--- src/rtl/tl45_pkg.sv ---
// rtl/tl45_pkg.sv - shared types and constants for the TL45 multiply/divide unit
package tl45_pkg;

   localparam int TL45_REG_ADDR_W = 4;

   typedef enum logic [2:0] {
      OP_MUL   = 3'd0,
      OP_MULH  = 3'd1,
      OP_MULHU = 3'd2,
      OP_DIV   = 3'd3,
      OP_UDIV  = 3'd4,
      OP_REM   = 3'd5,
      OP_REMU  = 3'd6,
      OP_RSVD  = 3'd7
   } muldiv_op_e;

   typedef enum logic [1:0] {
      ST_IDLE = 2'd0,
      ST_MUL  = 2'd1,
      ST_DIV  = 2'd2,
      ST_FIX  = 2'd3
   } muldiv_state_e;

endpackage

--- src/rtl/tl45_muldiv_if.sv ---
// rtl/tl45_muldiv_if.sv - request/result bundle between the execute stage and the muldiv unit
interface tl45_muldiv_if #(
   parameter int WIDTH      = 32,
   parameter int REG_ADDR_W = tl45_pkg::TL45_REG_ADDR_W
);
   logic                  i_flush;
   logic                  i_valid;
   logic                  o_ready;
   logic [2:0]            i_op;
   logic [REG_ADDR_W-1:0] i_dr;
   logic [WIDTH-1:0]      i_a;
   logic [WIDTH-1:0]      i_b;
   logic                  o_valid;
   logic [REG_ADDR_W-1:0] o_dr;
   logic [WIDTH-1:0]      o_value;
   logic                  o_busy;
   logic                  o_div_zero;

   modport master (
      output i_flush, i_valid, i_op, i_dr, i_a, i_b,
      input  o_ready, o_valid, o_dr, o_value, o_busy, o_div_zero
   );

   modport slave (
      input  i_flush, i_valid, i_op, i_dr, i_a, i_b,
      output o_ready, o_valid, o_dr, o_value, o_busy, o_div_zero
   );
endinterface

--- src/rtl/tl45_divu_core.sv ---
// rtl/tl45_divu_core.sv - unsigned iterative restoring divider, one quotient bit per cycle
module tl45_divu_core #(
   parameter int WIDTH = 32
) (
   input  logic             clk_i,
   input  logic             rst_ni,
   input  logic             abort_i,
   input  logic             start_i,
   input  logic [WIDTH-1:0] dividend_i,
   input  logic [WIDTH-1:0] divisor_i,
   output logic             done_o,
   output logic [WIDTH-1:0] quotient_o,
   output logic [WIDTH-1:0] remainder_o
);
   localparam int CNT_W = $clog2(WIDTH);
   localparam logic [CNT_W-1:0] LAST = CNT_W'(WIDTH - 1);

   logic             busy_q, busy_d;
   logic [CNT_W-1:0] cnt_q, cnt_d;
   logic [WIDTH-1:0] quo_q, quo_d, rem_q, rem_d, dvs_q, dvs_d;
   logic [WIDTH:0]   rem_sh, diff;

   always_ff @(posedge clk_i or negedge rst_ni) begin
      if (!rst_ni) begin
         busy_q <= 1'b0;
         cnt_q  <= '0;
         quo_q  <= '0;
         rem_q  <= '0;
         dvs_q  <= '0;
      end else begin
         busy_q <= busy_d;
         cnt_q  <= cnt_d;
         quo_q  <= quo_d;
         rem_q  <= rem_d;
         dvs_q  <= dvs_d;
      end
   end

   // The quotient register doubles as the dividend shift register.
   always_comb begin
      busy_d = busy_q;
      cnt_d  = cnt_q;
      quo_d  = quo_q;
      rem_d  = rem_q;
      dvs_d  = dvs_q;
      rem_sh = {rem_q, quo_q[WIDTH-1]};
      diff   = rem_sh - {1'b0, dvs_q};
      if (abort_i) begin
         busy_d = 1'b0;
         cnt_d  = '0;
      end else if (start_i) begin
         busy_d = 1'b1;
         cnt_d  = '0;
         quo_d  = dividend_i;
         rem_d  = '0;
         dvs_d  = divisor_i;
      end else if (busy_q) begin
         if (!diff[WIDTH]) begin
            rem_d = diff[WIDTH-1:0];
            quo_d = {quo_q[WIDTH-2:0], 1'b1};
         end else begin
            rem_d = rem_sh[WIDTH-1:0];
            quo_d = {quo_q[WIDTH-2:0], 1'b0};
         end
         cnt_d = cnt_q + 1'b1;
         if (cnt_q == LAST) begin
            busy_d = 1'b0;
            cnt_d  = '0;
         end
      end
   end

   assign done_o      = busy_q && (cnt_q == LAST);
   assign quotient_o  = quo_q;
   assign remainder_o = rem_q;
endmodule

--- src/rtl/tl45_muldiv.sv ---
// rtl/tl45_muldiv.sv - TL45 execute-stage multi-cycle multiply/divide unit with flush and stall
module tl45_muldiv
   import tl45_pkg::*;
#(
   parameter int WIDTH       = 32,
   parameter int MUL_LATENCY = 5,
   parameter int REG_ADDR_W  = TL45_REG_ADDR_W
) (
   input logic          i_clk,
   input logic          i_reset_n,
   tl45_muldiv_if.slave bus
);
   localparam int MC_W = (MUL_LATENCY > 1) ? $clog2(MUL_LATENCY) : 1;
   localparam logic [WIDTH-1:0] MOST_NEG = {1'b1, {(WIDTH-1){1'b0}}};

   muldiv_state_e         state_q, state_d;
   logic [MC_W-1:0]       mcnt_q, mcnt_d;
   muldiv_op_e            op_q, op_d;
   logic [REG_ADDR_W-1:0] dr_q, dr_d, rdr_q, rdr_d;
   logic [WIDTH-1:0]      a_q, a_d, b_q, b_d, value_q, value_d;
   logic                  neg_quo_q, neg_quo_d, neg_rem_q, neg_rem_d;
   logic                  valid_q, valid_d, dz_q, dz_d;

   logic                  accept, is_mul_in, is_sdiv_in, is_rem_in, mul_signed;
   muldiv_op_e            op_in, mul_op;
   logic [WIDTH-1:0]      mul_a, mul_b, mul_res, abs_a, abs_b, quo, rem;
   logic [2*WIDTH-1:0]    ext_a, ext_b, product;
   logic                  div_start, div_done;

   assign accept     = bus.i_valid && (state_q == ST_IDLE) && !bus.i_flush;
   assign op_in      = muldiv_op_e'(bus.i_op);
   assign is_mul_in  = op_in inside {OP_MUL, OP_MULH, OP_MULHU};
   assign is_sdiv_in = op_in inside {OP_DIV, OP_REM};
   assign is_rem_in  = op_in inside {OP_REM, OP_REMU};

   // Multiplier sees live operands on the accept cycle so a latency of 1 needs no MUL state.
   assign mul_op     = (state_q == ST_IDLE) ? op_in : op_q;
   assign mul_a      = (state_q == ST_IDLE) ? bus.i_a : a_q;
   assign mul_b      = (state_q == ST_IDLE) ? bus.i_b : b_q;
   assign mul_signed = (mul_op != OP_MULHU);
   assign ext_a      = mul_signed ? {{WIDTH{mul_a[WIDTH-1]}}, mul_a} : {{WIDTH{1'b0}}, mul_a};
   assign ext_b      = mul_signed ? {{WIDTH{mul_b[WIDTH-1]}}, mul_b} : {{WIDTH{1'b0}}, mul_b};
   assign product    = ext_a * ext_b;
   assign mul_res    = (mul_op == OP_MUL) ? product[WIDTH-1:0] : product[2*WIDTH-1:WIDTH];

   assign abs_a = (is_sdiv_in && bus.i_a[WIDTH-1]) ? -bus.i_a : bus.i_a;
   assign abs_b = (is_sdiv_in && bus.i_b[WIDTH-1]) ? -bus.i_b : bus.i_b;

   tl45_divu_core #(.WIDTH(WIDTH)) u_divu (
      .clk_i       (i_clk),
      .rst_ni      (i_reset_n),
      .abort_i     (bus.i_flush),
      .start_i     (div_start),
      .dividend_i  (abs_a),
      .divisor_i   (abs_b),
      .done_o      (div_done),
      .quotient_o  (quo),
      .remainder_o (rem)
   );

   always_ff @(posedge i_clk or negedge i_reset_n) begin
      if (!i_reset_n) begin
         state_q   <= ST_IDLE;
         mcnt_q    <= '0;
         op_q      <= OP_MUL;
         dr_q      <= '0;
         a_q       <= '0;
         b_q       <= '0;
         neg_quo_q <= 1'b0;
         neg_rem_q <= 1'b0;
         valid_q   <= 1'b0;
         rdr_q     <= '0;
         value_q   <= '0;
         dz_q      <= 1'b0;
      end else begin
         state_q   <= state_d;
         mcnt_q    <= mcnt_d;
         op_q      <= op_d;
         dr_q      <= dr_d;
         a_q       <= a_d;
         b_q       <= b_d;
         neg_quo_q <= neg_quo_d;
         neg_rem_q <= neg_rem_d;
         valid_q   <= valid_d;
         rdr_q     <= rdr_d;
         value_q   <= value_d;
         dz_q      <= dz_d;
      end
   end

   always_comb begin
      state_d   = state_q;
      mcnt_d    = mcnt_q;
      op_d      = op_q;
      dr_d      = dr_q;
      a_d       = a_q;
      b_d       = b_q;
      neg_quo_d = neg_quo_q;
      neg_rem_d = neg_rem_q;
      valid_d   = 1'b0;
      rdr_d     = '0;
      value_d   = '0;
      dz_d      = 1'b0;
      div_start = 1'b0;
      case (state_q)
         ST_IDLE: begin
            if (accept) begin
               op_d      = op_in;
               dr_d      = bus.i_dr;
               a_d       = bus.i_a;
               b_d       = bus.i_b;
               neg_quo_d = is_sdiv_in && (bus.i_a[WIDTH-1] ^ bus.i_b[WIDTH-1]);
               neg_rem_d = is_sdiv_in && bus.i_a[WIDTH-1];
               if (is_mul_in) begin
                  if (MUL_LATENCY == 1) begin
                     valid_d = 1'b1;
                     rdr_d   = bus.i_dr;
                     value_d = mul_res;
                  end else begin
                     state_d = ST_MUL;
                     mcnt_d  = MC_W'(MUL_LATENCY - 1);
                  end
               end else if (op_in == OP_RSVD) begin
                  valid_d = 1'b1;
               end else if (bus.i_b == '0) begin
                  valid_d = 1'b1;
                  rdr_d   = bus.i_dr;
                  value_d = is_rem_in ? bus.i_a : '1;
                  dz_d    = 1'b1;
               end else if (is_sdiv_in && bus.i_a == MOST_NEG && bus.i_b == '1) begin
                  valid_d = 1'b1;
                  rdr_d   = bus.i_dr;
                  value_d = is_rem_in ? '0 : MOST_NEG;
               end else begin
                  div_start = 1'b1;
                  state_d   = ST_DIV;
               end
            end
         end
         ST_MUL: begin
            mcnt_d = mcnt_q - 1'b1;
            if (mcnt_d == '0) begin
               valid_d = 1'b1;
               rdr_d   = dr_q;
               value_d = mul_res;
               state_d = ST_IDLE;
            end
         end
         ST_DIV: begin
            if (div_done) state_d = ST_FIX;
         end
         ST_FIX: begin
            valid_d = 1'b1;
            rdr_d   = dr_q;
            if (op_q inside {OP_REM, OP_REMU}) value_d = neg_rem_q ? -rem : rem;
            else                               value_d = neg_quo_q ? -quo : quo;
            state_d = ST_IDLE;
         end
         default: state_d = ST_IDLE;
      endcase
      if (bus.i_flush) begin
         state_d   = ST_IDLE;
         mcnt_d    = '0;
         valid_d   = 1'b0;
         rdr_d     = '0;
         value_d   = '0;
         dz_d      = 1'b0;
         div_start = 1'b0;
      end
   end

   always_comb begin
      bus.o_ready    = (state_q == ST_IDLE);
      bus.o_busy     = (bus.i_valid && !accept) || (state_q != ST_IDLE);
      bus.o_valid    = valid_q;
      bus.o_dr       = rdr_q;
      bus.o_value    = value_q;
      bus.o_div_zero = dz_q;
   end
endmodule

--- src/flat_wrapper.sv ---
// flat-port wrapper written by rule: the top's interface ports become plain ports
module tl45_muldiv_flat import tl45_pkg::*;
#(
   parameter int WIDTH       = 32,
   parameter int MUL_LATENCY = 5,
   parameter int REG_ADDR_W  = TL45_REG_ADDR_W
)
  (i_clk, i_reset_n, bus_i_flush, bus_i_valid, bus_i_op, bus_i_dr, bus_i_a, bus_i_b, bus_o_ready, bus_o_valid, bus_o_dr, bus_o_value, bus_o_busy, bus_o_div_zero);
  tl45_muldiv_if #(.WIDTH(WIDTH), .REG_ADDR_W(REG_ADDR_W)) bus_i ();
  input logic i_clk;
  input logic i_reset_n;
  input wire logic [$bits(bus_i.i_flush)-1:0] bus_i_flush;
  input wire logic [$bits(bus_i.i_valid)-1:0] bus_i_valid;
  input wire logic [$bits(bus_i.i_op)-1:0] bus_i_op;
  input wire logic [$bits(bus_i.i_dr)-1:0] bus_i_dr;
  input wire logic [$bits(bus_i.i_a)-1:0] bus_i_a;
  input wire logic [$bits(bus_i.i_b)-1:0] bus_i_b;
  output wire logic [$bits(bus_i.o_ready)-1:0] bus_o_ready;
  output wire logic [$bits(bus_i.o_valid)-1:0] bus_o_valid;
  output wire logic [$bits(bus_i.o_dr)-1:0] bus_o_dr;
  output wire logic [$bits(bus_i.o_value)-1:0] bus_o_value;
  output wire logic [$bits(bus_i.o_busy)-1:0] bus_o_busy;
  output wire logic [$bits(bus_i.o_div_zero)-1:0] bus_o_div_zero;
  assign bus_i.i_flush = bus_i_flush;
  assign bus_i.i_valid = bus_i_valid;
  assign bus_i.i_op = bus_i_op;
  assign bus_i.i_dr = bus_i_dr;
  assign bus_i.i_a = bus_i_a;
  assign bus_i.i_b = bus_i_b;
  assign bus_o_ready = bus_i.o_ready;
  assign bus_o_valid = bus_i.o_valid;
  assign bus_o_dr = bus_i.o_dr;
  assign bus_o_value = bus_i.o_value;
  assign bus_o_busy = bus_i.o_busy;
  assign bus_o_div_zero = bus_i.o_div_zero;
  tl45_muldiv #(.WIDTH(WIDTH), .MUL_LATENCY(MUL_LATENCY), .REG_ADDR_W(REG_ADDR_W)) u_core (.i_clk(i_clk), .i_reset_n(i_reset_n), .bus(bus_i));
endmodule
--- config.mk ---
export PLATFORM = sky130hd
export DESIGN_NAME = tl45_muldiv_flat
export DESIGN_NICKNAME = d
export VERILOG_FILES = /design/src/rtl/tl45_pkg.sv /design/src/rtl/tl45_muldiv_if.sv /design/src/rtl/tl45_divu_core.sv /design/src/rtl/tl45_muldiv.sv /design/src/flat_wrapper.sv
export SDC_FILE = /design/constraint.sdc
export NUM_CORES = 2
export LEC_CHECK = 0
export ABC_AREA = 1
export BUFFER_PORTS_ARGS = -buffer_cell sky130_fd_sc_hd__buf_2
export CORE_UTILIZATION = 35
export CTS_CLUSTER_DIAMETER = 40
export DETAILED_ROUTE_END_ITERATION = 6
export GPL_TIMING_DRIVEN = 0
export PLACE_DENSITY_LB_ADDON = 0.25
export SYNTH_ARGS = -nofsm -noshare
export SYNTH_HDL_FRONTEND = slang
export SYNTH_SLANG_ARGS = --single-unit
--- constraint.sdc ---
create_clock -name i_clk -period 11.7 [get_ports i_clk]
set_input_delay 1.17 -clock i_clk [delete_from_list [all_inputs] [get_ports i_clk]]
set_output_delay 1.17 -clock i_clk [all_outputs]
set_load 0.05 [all_outputs]
==> results.yml <==
global_routing:
  met1_usage_pct: 41.4
  grt_use_met2_pct: 46.2
  met3_usage_pct: 7.37
  grt-ovfl-total: 0
  track_usage_pct: 30.4
  grt_start_max_net_pins: 85
  antenna_found_initial: 19
  top_usage_layer: "met2"
  grt_pass1_wl_mm: 401
  grt_pass1_vias: 56600
sta:
  final-max-slew-violation-count: 0
  setup_viol: 0
  skew_ns: 0.0328
  period_share_pct: 99.5
  hold_viol_final: 0
  worst_pin_slew_ns: 1.44
  rsz0062_at_grt: "yes"
  relSlewSlack_pct: 3.90
  period_minus_slack_ns: 11.64
  hold_ws_ns: 0.474
  clock.fmax_ghz: 0.0859
synth:
  synth_area_leaders: "fa_1 45%, inv_1 12%, nand2_1 8.9%"
  synth_top_cell_area_share_pct: 44.6
  netlist_instances: 7957
  synth.avg_cell_area_sq_um: 8.01
  synth-edff-count: 0
  syn_nets: 9801
  synth_seq_cells: 218
  synth_top_flop_cell: "dfrtp_1"
  yosys_warnings: 0
  yosysTopAreaCell: "fa_1"
  yosysSeqAreaShare_pct: 8.56
  syn_area_sq_um: 63700
  async_flop_share_pct: 100
  synth_cell_types: 63
clock_tree:
  clk_latency_ns: 0.59
  numCtsBuffers: 41
  htreeDepth: 2
  cts_sinks: 218
  cts_buffer_depth: 3
  cts_root_buf: "clkbuf_16"
  cts_tree: "done"
  clk_pin_slew_ns: 0.06
  postCtsHoldBufs: 0
floorplanning:
  core_area_sq_um: 181000
  rows: 156
  die-area_sq_um: 184000
  start_util_pct: 35.3
  die_x_microns: 429
  fp.dieH_microns: 429
  pin_count: 115
setup_path:
  cp.arrival_ns: 12.10
  crit_type: "reg2reg"
  crit_fanout: 10
  startpoint: "u_core.state_q[1]"
  cp-end-kind: "flop"
  worstPathRequired_ns: 12.16
  crit_buf_inv: 13
  crit_path_max_incr_delay_ns: 0.96
  worstSetupStartpointType: "flop"
  slowest_stage: "o21ai_2"
  r2r_start: "u_core.state_q[1]"
  cp_top_family: "adder cells"
flow_run:
  cap_violations: 0
layout:
  drive_gt1_share_pct: 6.20
  area_growth_syn_to_layout_pct: 9.07
  fin_cells: 10600
  fillers: 18900
  nets: 9991
  layout_common_cells: "2010 x inv_1, 1505 x nand2_1, 1415 x fa_1, 806 x nor2_1, 360 x o21ai_0"
  mostFrequentLayoutCell: "inv_1"
placed_design:
  place_hpwl_mm: 241
  placedCellCount: 10400
  port-buffer-count: 101
  place.gp.congestion: 1.04
min_path:
  min-delay-path-class: "reg2reg"
  hold_path_startpoint: "u_core.dr_q[0]"
drt:
  ant_nets: 0
  via_count: 55300
  drcViolationCount: 0
  post_drt_wl_per_cell_microns: 26.3
  drt-pass1-iter-count: 6
  drtIter0Drc: 5682
  viasPerCell: 5.24
  drt_wl_total_mm: 278
outcome:
  status: "complete, no violations"
==> path summary, 6_finish.rpt <==
| kind | endpoint | slack (ns) | depth (start not counted) |
|---|---|---|---|
| max | u_core.bus.o_value[4] | 0.06 | 36 |
| min | u_core.dr_q[0] | 0.47 | 2 |
| max reg2reg | u_core.bus.o_value[4] | 0.06 | 36 |
| min reg2reg | u_core.dr_q[0] | 0.47 | 2 |
| max in group asynchronous | u_core.a_q[27] | 10.35 | 2 |
| min in group asynchronous | u_core.u_divu.remainder_o[7] | 0.53 | 1 |
==> registers in the layout, indices dropped and copies added, names as in the netlist <==
register                   count
u_core.a_q                    32
u_core.b_q                    32
u_core.bus.o_div_zero          1
u_core.bus.o_dr                4
u_core.bus.o_valid             1
u_core.bus.o_value            32
u_core.dr_q                    4
u_core.mcnt_q                  3
u_core.neg_quo_q               1
u_core.neg_rem_q               1
u_core.op_q                    3
u_core.state_q                 2
u_core.u_divu.busy_q           1
u_core.u_divu.cnt_q            5
u_core.u_divu.dvs_q           32
u_core.u_divu.quotient_o      32
u_core.u_divu.remainder_o     32
==> layer usage <==
metal / part of all wire, % / vias up
met1: 41 / 28400
met5: 0 / -
met3: 10 / 421
met4: 4.9 / 0
met2: 44 / 2723
li1: - / 23800
==> synthesized netlist by cell type, types with 32 or more instances <==
library cell  count
xnor2_1          32
o21ai_0         379
nand3_1         155
ha_1            349
nor2_1          814
xor2_1           83
inv_1          2016
fa_1           1420
o21ai_1          65
nand2_1        1508
o21ai_2          44
nor3_1           56
nand4_1          44
a21oi_1         275
buf_2            52
clkbuf_1        194
dfrtp_1         218
==> final cells by class <==
| cell class | count | area [sq um] | share of cell area, % |
|---|---|---|---|
| multi-input cells | 5409 | 49500 | 71.2 |
| inverters | 2051 | 7760 | 11.2 |
| flip-flops and latches | 218 | 5460 | 7.85 |
| well taps | 2370 | 2970 | 4.27 |
| plain buffers | 278 | 1410 | 2.03 |
| clock buffers | 43 | 1040 | 1.50 |
| repair buffers | 148 | 976 | 1.40 |
| clock inverters | 31 | 382 | 0.549 |
| diodes | 12 | 30.0 | 0.0432 |
==> worst min-delay path, delay by kind of cell, from the launching register on <==
family / cells / cell delay [ns]
DFF: 1 / 0.34
and+or+nand+nor: 2 / 0.10
==> logic make-up after synthesis <==
kind of cell | Yosys count | synth area share, %
xor+xnor | 115 | 1.58
buf+inv | 2330 | 14.1
simple gates | 2640 | 16.5
compound gates | 884 | 7.78
fa+ha+maj | 1769 | 51.5
flops | 218 | 8.56
mux | 1 | 0.0177
==> stage by stage <==
| stage | worst slack, ns | TNS [ns] | util, % | area, sq um |
|---|---|---|---|---|
| after global placement | -1.92 | -33.37 | 37.2 | 67200 |
| final | 0.0621 | 0 | 38.5 | 69500 |
| after global routing | -0.0109 | -0.0109 | 38.5 | 69500 |
| after floorplan | 1.74 | 0 | - | 63700 |
| after CTS | 0.00385 | 0 | 38.2 | 69000 |
| after detailed placement | -1.94 | -27.38 | 37.3 | 67500 |
==> repair_timing <==
item,CTS,global route
pin swaps,1,2
endpoints found under the setup margin,30,23
setup buffers,1,25
resized for setup,51,146
Power is not shown: default switching activity piles up to over one toggle a cycle in this logic, so the estimate is an artifact.
